<file path="src/rtl/scr1_dmem_initiator.sv">
// Data-memory initiator bridge: turns the core dmem request/response handshake
// into single-cycle strobes on a synchronous RAM port, with alignment/range checks.
module scr1_dmem_initiator #(
   parameter logic [31:0] MEM_SIZE   = 32'h0001_0000,
   parameter int unsigned RESP_DELAY = 0
) (
   input  logic                        clk,
   input  logic                        rst,
   input  logic                        dmem_req,
   input  logic                        dmem_cmd,
   input  logic [1:0]                  dmem_width,
   input  logic [31:0]                 dmem_addr,
   input  logic [31:0]                 dmem_wdata,
   output logic                        dmem_req_ack,
   output logic [31:0]                 dmem_rdata,
   output logic [1:0]                  dmem_resp,
   output logic                        mem_ren,
   output logic                        mem_wen,
   output logic [3:0]                  mem_web,
   output logic [$clog2(MEM_SIZE)-3:0] mem_addr,
   output logic [31:0]                 mem_wdata,
   input  logic [31:0]                 mem_rdata
);
   localparam int         AW         = $clog2(MEM_SIZE);
   localparam logic [3:0] DELAY_INIT = 4'(RESP_DELAY);

   typedef enum logic [1:0] {
      ST_IDLE  = 2'd0,
      ST_CAPT  = 2'd1,
      ST_DELAY = 2'd2,
      ST_RESP  = 2'd3
   } state_e;

   function automatic logic [3:0] lane_web(input logic [1:0] width, input logic [1:0] off);
      logic [3:0] web;
      case (width)
         2'd0:    web = 4'b0001 << off;
         2'd1:    web = 4'b0011 << off;
         default: web = 4'b1111;
      endcase
      return web;
   endfunction

   function automatic logic [31:0] lane_wdata(input logic [1:0] width, input logic [31:0] wdata);
      logic [31:0] data;
      case (width)
         2'd0:    data = {4{wdata[7:0]}};
         2'd1:    data = {2{wdata[15:0]}};
         default: data = wdata;
      endcase
      return data;
   endfunction

   // Right-justify the addressed lanes and zero everything above the access width.
   function automatic logic [31:0] extract_rdata(input logic [31:0] word, input logic [1:0] width,
                                                 input logic [1:0] off);
      logic [31:0] sh;
      logic [31:0] data;
      sh = word >> {off, 3'b000};
      case (width)
         2'd0:    data = {24'd0, sh[7:0]};
         2'd1:    data = {16'd0, sh[15:0]};
         default: data = sh;
      endcase
      return data;
   endfunction

   state_e      state_q, state_d;
   logic        cmd_q, cmd_d;
   logic [1:0]  width_q, width_d;
   logic [1:0]  off_q, off_d;
   logic        err_q, err_d;
   logic [3:0]  cnt_q, cnt_d;
   logic [31:0] rdata_q, rdata_d;
   logic [1:0]  resp_q, resp_d;
   logic [31:0] resp_rdata_q, resp_rdata_d;

   logic        align_err_s;
   logic        range_err_s;
   logic        req_err_s;
   logic        idle_s;
   logic        accept_s;

   // Alignment check per access width; width 3 is always illegal.
   always_comb begin
      align_err_s = 1'b0;
      case (dmem_width)
         2'd0:    align_err_s = 1'b0;
         2'd1:    align_err_s = dmem_addr[0];
         2'd2:    align_err_s = (dmem_addr[1:0] != 2'b00);
         default: align_err_s = 1'b1;
      endcase
   end

   assign range_err_s  = (dmem_addr >= MEM_SIZE);
   assign req_err_s    = align_err_s | range_err_s;
   assign idle_s       = (state_q == ST_IDLE) & ~rst;
   assign accept_s     = idle_s & dmem_req;

   assign dmem_req_ack = idle_s;
   assign dmem_resp    = resp_q;
   assign dmem_rdata   = resp_rdata_q;

   assign mem_ren      = accept_s & ~req_err_s & ~dmem_cmd;
   assign mem_wen      = accept_s & ~req_err_s & dmem_cmd;
   assign mem_web      = mem_wen ? lane_web(dmem_width, dmem_addr[1:0]) : 4'b0000;
   assign mem_addr     = dmem_addr[AW-1:2];
   assign mem_wdata    = lane_wdata(dmem_width, dmem_wdata);

   // Transaction sequencing; the response flops load on the edge entering RESP.
   always_comb begin
      state_d      = state_q;
      cmd_d        = cmd_q;
      width_d      = width_q;
      off_d        = off_q;
      err_d        = err_q;
      cnt_d        = cnt_q;
      rdata_d      = rdata_q;
      resp_d       = 2'd0;
      resp_rdata_d = 32'd0;
      case (state_q)
         ST_IDLE: begin
            if (accept_s) begin
               cmd_d   = dmem_cmd;
               width_d = dmem_width;
               off_d   = dmem_addr[1:0];
               err_d   = req_err_s;
               state_d = ST_CAPT;
            end else begin
               state_d = ST_IDLE;
            end
         end
         ST_CAPT: begin
            if (!cmd_q && !err_q) begin
               rdata_d = extract_rdata(mem_rdata, width_q, off_q);
            end else begin
               rdata_d = 32'd0;
            end
            cnt_d = DELAY_INIT;
            if (DELAY_INIT != 4'd0) begin
               state_d = ST_DELAY;
            end else begin
               state_d      = ST_RESP;
               resp_d       = err_q ? 2'd2 : 2'd1;
               resp_rdata_d = rdata_d;
            end
         end
         ST_DELAY: begin
            cnt_d = cnt_q - 4'd1;
            if (cnt_q <= 4'd1) begin
               state_d      = ST_RESP;
               resp_d       = err_q ? 2'd2 : 2'd1;
               resp_rdata_d = rdata_q;
            end else begin
               state_d = ST_DELAY;
            end
         end
         ST_RESP: begin
            state_d = ST_IDLE;
         end
         default: begin
            state_d = ST_IDLE;
         end
      endcase
   end

   // State and response registers.
   always_ff @(posedge clk or posedge rst) begin
      if (rst) begin
         state_q      <= ST_IDLE;
         cmd_q        <= 1'b0;
         width_q      <= 2'd0;
         off_q        <= 2'd0;
         err_q        <= 1'b0;
         cnt_q        <= 4'd0;
         rdata_q      <= 32'd0;
         resp_q       <= 2'd0;
         resp_rdata_q <= 32'd0;
      end else begin
         state_q      <= state_d;
         cmd_q        <= cmd_d;
         width_q      <= width_d;
         off_q        <= off_d;
         err_q        <= err_d;
         cnt_q        <= cnt_d;
         rdata_q      <= rdata_d;
         resp_q       <= resp_d;
         resp_rdata_q <= resp_rdata_d;
      end
   end

endmodule

</file>
<file path="config.mk">
export PLATFORM = sky130hd
export DESIGN_NAME = scr1_dmem_initiator
export DESIGN_NICKNAME = d
export VERILOG_FILES = /design/src/rtl/scr1_dmem_initiator.sv
export SDC_FILE = /design/constraint.sdc
export NUM_CORES = 1
export LEC_CHECK = 0
export CAP_MARGIN = 30
export CORE_ASPECT_RATIO = 1.2
export CORE_MARGIN = 8
export CORE_UTILIZATION = 36
export DETAILED_ROUTE_END_ITERATION = 8
export MAX_ROUTING_LAYER = met4
export PLACE_DENSITY_LB_ADDON = 0.25
export SETUP_SLACK_MARGIN = 0.5
export SLEW_MARGIN = 40
export SYNTH_ARGS = -nofsm -noshare
export SYNTH_HDL_FRONTEND = slang
export SYNTH_SLANG_ARGS = --single-unit
</file>
<file path="constraint.sdc">
create_clock -name clk -period 5.7 [get_ports clk]
set_input_delay 1.14 -clock clk [delete_from_list [all_inputs] [get_ports clk]]
set_output_delay 1.14 -clock clk [all_outputs]
set_load 0.02 [all_outputs]
</file>
* After elaboration in Yosys (flattened, before gate mapping)
Index checks and enable logic that the tools add are counted.
** Word-level totals
- Flip-flop bits (word level) :: 78
- Output and inout port bits :: 87
** Operators by class
- $add $sub $neg :: 1
- $lt $le $gt $ge :: 2
- Equal/unequal tests :: 6
- Shifts and indexed selects :: 3
- Multiplexer cells :: 15
- Bitwise gates (word level) :: 9
- Reduce and logical (&&, ||, !) cells :: 9
** Operators by type and width (number)
- $pmux W32 S2 :: 3
- $mux W32 :: 2
- $ge A32 B17 Y1 const B :: 1
- $shr A32 B5 Y32 :: 1
- $pmux W4 S2 :: 2
- $pmux W2 S4 :: 1
- $eq A2 B1 Y1 const B :: 3
- $eq A2 B2 Y1 const B :: 3
- $logic_not A2 Y1 :: 3
- $and A1 B1 Y1 :: 5
- $le A4 B1 Y1 const B :: 1
- $mux W2 :: 2
- $mux W4 :: 1
- $pmux W2 S2 :: 1
- $reduce_bool A2 Y1 :: 2
- $shl A1 B2 Y4 const A :: 1
- $shl A2 B2 Y4 const A :: 1
- $sub A4 B1 Y4 const B :: 1
- $not A1 Y1 :: 3
- $pmux W1 S3 :: 1
- $logic_not A1 Y1 :: 2
- $mux W1 :: 2
- $reduce_and A2 Y1 :: 1
- $logic_and A1 B1 Y1 :: 1
- $or A1 B1 Y1 :: 1

* Longest topological paths before layout
- Depth after elaboration :: 7
- Gate-level depth with buffers :: 7
- Gate-level depth less buffers :: 5

* Worst setup path after synthesis
No wires, ideal clock.
- Path kind :: input-to-output
- Start :: in dmem_addr[31]
- End :: out mem_web[2]
- Data arrival time :: 2.823 ns
- Setup slack :: 1.737 ns
- Stages on the path :: 3
- Path buffers :: 0
- Cell sequence :: nor4_1 -> o2111ai_2 -> a2111oi_0
** Between the ends
- Word-level cells in the longest chain between the ends :: 6
** RTL lines
- start: declaration :: line 12 : input logic [31:0] dmem_addr,
- $ge A32 B17 Y1 :: line 95 : assign range_err_s = (dmem_addr >= MEM_SIZE);
- $or A1 B1 Y1 :: line 96 : assign req_err_s = align_err_s | range_err_s;
- $not A1 Y1 :: line 105 : assign mem_wen = accept_s & ~req_err_s & dmem_cmd;
- $and A1 B1 Y1 (2 in a row) :: line 105
- $mux W4 :: line 106 : assign mem_web = mem_wen ? lane_web(dmem_width, dmem_addr[1:0]) : 4'b0000;
- end: declaration :: line 19 : output logic [3:0] mem_web,
Every way passes these cells.

* Worst setup path after layout
- Start :: in dmem_width[1]
- End :: out mem_wdata[10]
** Between the ends
- Word-level cells in the longest chain between the ends :: 2
- Elaborated cells on any way between the ends :: 3
- Classes of those cells :: eq/ne: 1; mux: 1; reduce/logical: 1
** RTL lines
- start: declaration :: line 11 : input logic [1:0] dmem_width,
- $eq A2 B1 Y1 or $logic_not A2 Y1 (tied branches) :: line 46 : case (width)
- $pmux W32 S2 * :: line 46
- end: declaration :: line 21 : output logic [31:0] mem_wdata,
Every way passes the cells marked *; elsewhere a longest branch is shown, timed or not.

==> reports/summary.md <==
The share of the synthesized netlist area taken by xor and xnor gates works out to 0%. Power density over the cells: 339 mW/mm^2. The later pin in the worst-skew pair is clocked with a latency of 340 ps. The tool flagged a number of max-cap violations equal to 0. The count of endpoints failing hold in the final timing report is 0, and the post-synthesis share of cell area spent on and, or, nand and nor gates is 10.5%. Number of synthesized flops with an enable pin: 0. The worst endpoint required time was 4560 ps.

The first-pass GRT wire length is 21,000 um, and the count of nets left with antenna violations after detail routing is 0. The cell repeated most along the worst path is sky130_fd_sc_hd__clkdlybuf4s50_1. Synthesis handed over a netlist of 399 instances. The worst path uses 81.9% of the clock period. The post-synthesis to final-layout area growth was 44.4%. In this run the worst setup path terminates at mem_wdata[10].

The run gives 3,910 as the via count of the first global-routing pass. For the finished layout, the period the worst path requires is 4670 ps. The number of violations reported at the end of detailed-routing iteration 0 came out at 180.

TritonCTS built the clock tree. The critical path class was primary input to output port. Slowest cell on the critical path: sky130_fd_sc_hd__clkdlybuf4s50_1.

Port buffering added 160 buffers. The routing usage on met2 was 28.5%. The critical path endpoint category was an output port. The element type at the critical path start is a primary input. The average instance in the mapped netlist occupies 10.4 um^2.

The worst min-delay path category was flip-flop to flip-flop. The tools report the highest achievable clock rate as 214 MHz. In this run the critical register-to-register path is captured at dmem_rdata[14]. The deepest level of the CTS H-tree came out at 3. The setup check on the worst reg-to-reg path leaves a slack of 2960 ps. The fraction of layout instances using a drive strength above 1 was 11.1%; the compound-cell area share of the yosys netlist was 17.4%. For this run, the slowest stage of the critical path takes 570 ps. The logs give 9 for the CTS buffer count and 4 for the length of the first detailed-routing pass in iterations. The total overflow left after global routing is 0. The die extent in x is 114 um, and the final-layout fill cell count is 1,038.

The die area was 0.0152 mm^2; the maximum clock path buffer count was 2. The signal on the critical path passes through clkdlybuf4s50_1 > buf_4 > nor2_1 > mux2_2 > clkdlybuf4s50_1. The logs give 0 for the number of gates resized after cts and 0.00202 W for the post-route total power. The flop and latch count out of synthesis is 78. Entering global routing, the biggest net connects 48 pins. The synthesized netlist contains 41 unique library cells. For the count of synthesis-stage warnings from yosys, the log shows 0.

The library cells used most frequently in the layout, excluding fill and tap cells, are sky130_fd_sc_hd__clkdlybuf4s50_1 (160), sky130_fd_sc_hd__dfrtp_1 (77), sky130_fd_sc_hd__inv_1 (33). The logs give 3,641 for the total number of vias and 7.24% for the met3 track utilization from global routing. Primary flip-flop cell chosen by synthesis mapping: sky130_fd_sc_hd__dfrtp_1. The logs give 47.3% for the sequential share of the synthesized area and 0 for the final number of max-transition violations. After clock tree synthesis, the clock-pin slew on the worst setup and hold paths is 50 ps. CTS placed an instance of sky130_fd_sc_hd__clkbuf_16 at the clock tree root. Once the floorplan was initialized, standard cells occupied 36.4% of the core. The die is 133 um tall. The number of hold buffers added after CTS was 0.

After detailed routing, the average wire length per cell comes to 19.2 um. The HPWL after detailed placement is 10,200 um. The flow ran to the end, and the final reports show no timing, DRC or antenna violations.

In the routed design, unresolved DRC markers number 0. The clock skew came out at 4.54 ps. Along the worst path, the maximum fanout reaches 25. Measured in cells, the most critical reg-to-reg path has a length of 4. The core region is 0.0114 mm^2.

The logs give 2.45 nW for the static power due to leakage and 507 for the number of nets produced by synthesis. Commonest non-fill, non-tap cell in the layout: sky130_fd_sc_hd__clkdlybuf4s50_1. Setup violations remaining at the end of the flow were counted as 0. The total standard cell area after synthesis was 0.00413 mm^2; the worst supply voltage drop on vdd was 0.000170 V. Setup repair after global routing left no endpoint under its margin.

The relative slew slack is 43.7%. Proportion of synthesized area in mux cells: 12.8%. Row generation in the floorplan step produced 43 rows. After detailed routing, the number of vias per cell comes to 5.28. The net count of the finished layout is 636.

189 I/O pins were placed. The run gives 0 as the number of antenna violations at the first check in global routing. In this run the critical register-to-register path is launched from state_q[1]. At the pin with the least slew margin, the transition time is 840 ps.

Global routing used 18.3% of the available tracks across all layers. The share of synthesized cell area in full adder, half adder and majority cells is 1.82%, and the routability congestion estimate is 0.830. The main combinational cell family by area after synthesis was compound AO/OA/AOI/OAI gates.

At the worst endpoint, the arrival time is 3530 ps. Buffers added to address setup during post-CTS repair amount to 0. met2 is the most crowded layer. For this run, asynchronously set or reset flops after synthesis account for 100%. For the met1 usage, the log shows 21.1%.

The tree built by TritonCTS fans out to 78 sinks. The number of antenna diodes in the final layout is 0. After detailed routing, the total wire length is 13,200 um. Adding up every negative setup slack in the final design gives 0 ps. The source of the critical timing path is dmem_width[1].
==> area by class of cell <==
type                    instances  area [um^2]  share of cell area, %
clock buffers                  14          254                   4.26
clock inverters                 1         30.0                  0.504
inverters                      35          131                   2.20
multi-input cells             239         1760                   29.5
flip-flops and latches         78         1950                   32.8
well taps                     157          196                   3.29
repair buffers                165         1640                   27.5
==> stage by stage <==
stage	setup slack, ps	area [um^2]	hold slack [ps]	utilization [%]	instances
finish	1030	5960	509	52.5	689
global route	911	5960	521	52.5	689
CTS	1010	5960	502	52.5	689
detailed placement	1010	5680	486	50.0	674
global placement	1040	5670	482	50.0	674
floorplan	1740	4130	467	-	399
==> cell usage after synthesis, types with 2 or more instances <==
library cell	n	area share [%]
sky130_fd_sc_hd__a21oi_1	20	2.4
sky130_fd_sc_hd__a22o_1	9	1.9
sky130_fd_sc_hd__a22oi_1	8	1.5
sky130_fd_sc_hd__a2bb2oi_1	8	1.7
sky130_fd_sc_hd__a32o_1	8	1.9
sky130_fd_sc_hd__and3b_1	2	0.42
sky130_fd_sc_hd__buf_1	4	0.36
sky130_fd_sc_hd__buf_2	8	0.97
sky130_fd_sc_hd__buf_4	24	4.4
sky130_fd_sc_hd__buf_6	2	0.55
sky130_fd_sc_hd__clkbuf_1	9	0.82
sky130_fd_sc_hd__dfrtp_1	78	47
sky130_fd_sc_hd__ha_1	6	1.8
sky130_fd_sc_hd__inv_1	34	3.1
sky130_fd_sc_hd__mux2_2	32	8.7
sky130_fd_sc_hd__mux2i_1	17	4.1
sky130_fd_sc_hd__nand2_1	22	2.0
sky130_fd_sc_hd__nand3_1	27	3.3
sky130_fd_sc_hd__nor2_1	4	0.36
sky130_fd_sc_hd__nor2b_1	3	0.45
sky130_fd_sc_hd__nor3_1	4	0.48
sky130_fd_sc_hd__nor4_1	7	1.1
sky130_fd_sc_hd__o21ai_0	29	3.5
sky130_fd_sc_hd__o22ai_1	9	1.4
sky130_fd_sc_hd__o32ai_1	8	1.7
sky130_fd_sc_hd__or2_2	2	0.30
==> worst min-delay path by stage <==
stage	from	endpoint	slack, ps	cells after the start
finish	rdata_q[13]	dmem_rdata[13]	510	2
floorplan	rdata_q[24]	dmem_rdata[24]	470	1
detailed placement	rdata_q[31]	dmem_rdata[31]	490	1
CTS	rdata_q[31]	dmem_rdata[31]	500	1
global route	rdata_q[31]	dmem_rdata[31]	520	1
global placement	rdata_q[28]	dmem_rdata[28]	480	1
==> logic make-up (layout without fill, tap and decap cells) <==
group | after synthesis | count (layout)
AOI/OAI and AO/OA | 105 | 105
buffers and inverters | 82 | 215
and+or+nand+nor | 79 | 79
DFF | 78 | 78
muxes | 49 | 49
adders and majority gates | 6 | 6
==> power breakdown <==
group | internal (W) | leakage [nW] | switching, W
logic | 0.000306 | 1.25 | 0.000416
registers | 0.000646 | 1.06 | 0.0000972
clock network | 0.000349 | 0.137 | 0.000208
total | 0.00130 | 2.45 | 0.000722
==> critical path, delay by kind of cell <==
kind / cells / cell delay [ps]
multiplexers: 1 / 410
AND/OR/NAND/NOR: 1 / 560
buffers and inverters: 3 / 1410
==> routing by layer <==
metal	vias to the layer above	share of wire (%)
met5	-	0
met4	0	1.1
met3	12	9.6
met2	192	47
met1	1764	42
li1	1673	-
==> flip-flops by register name, indices dropped and copies added, names as in the netlist <==
signal,cells
err_q,1
cnt_q,4
off_q,2
dmem_rdata,32
cmd_q,1
dmem_resp,2
state_q,2
rdata_q,32
width_q,2
Power figures use the tool's default switching activity.
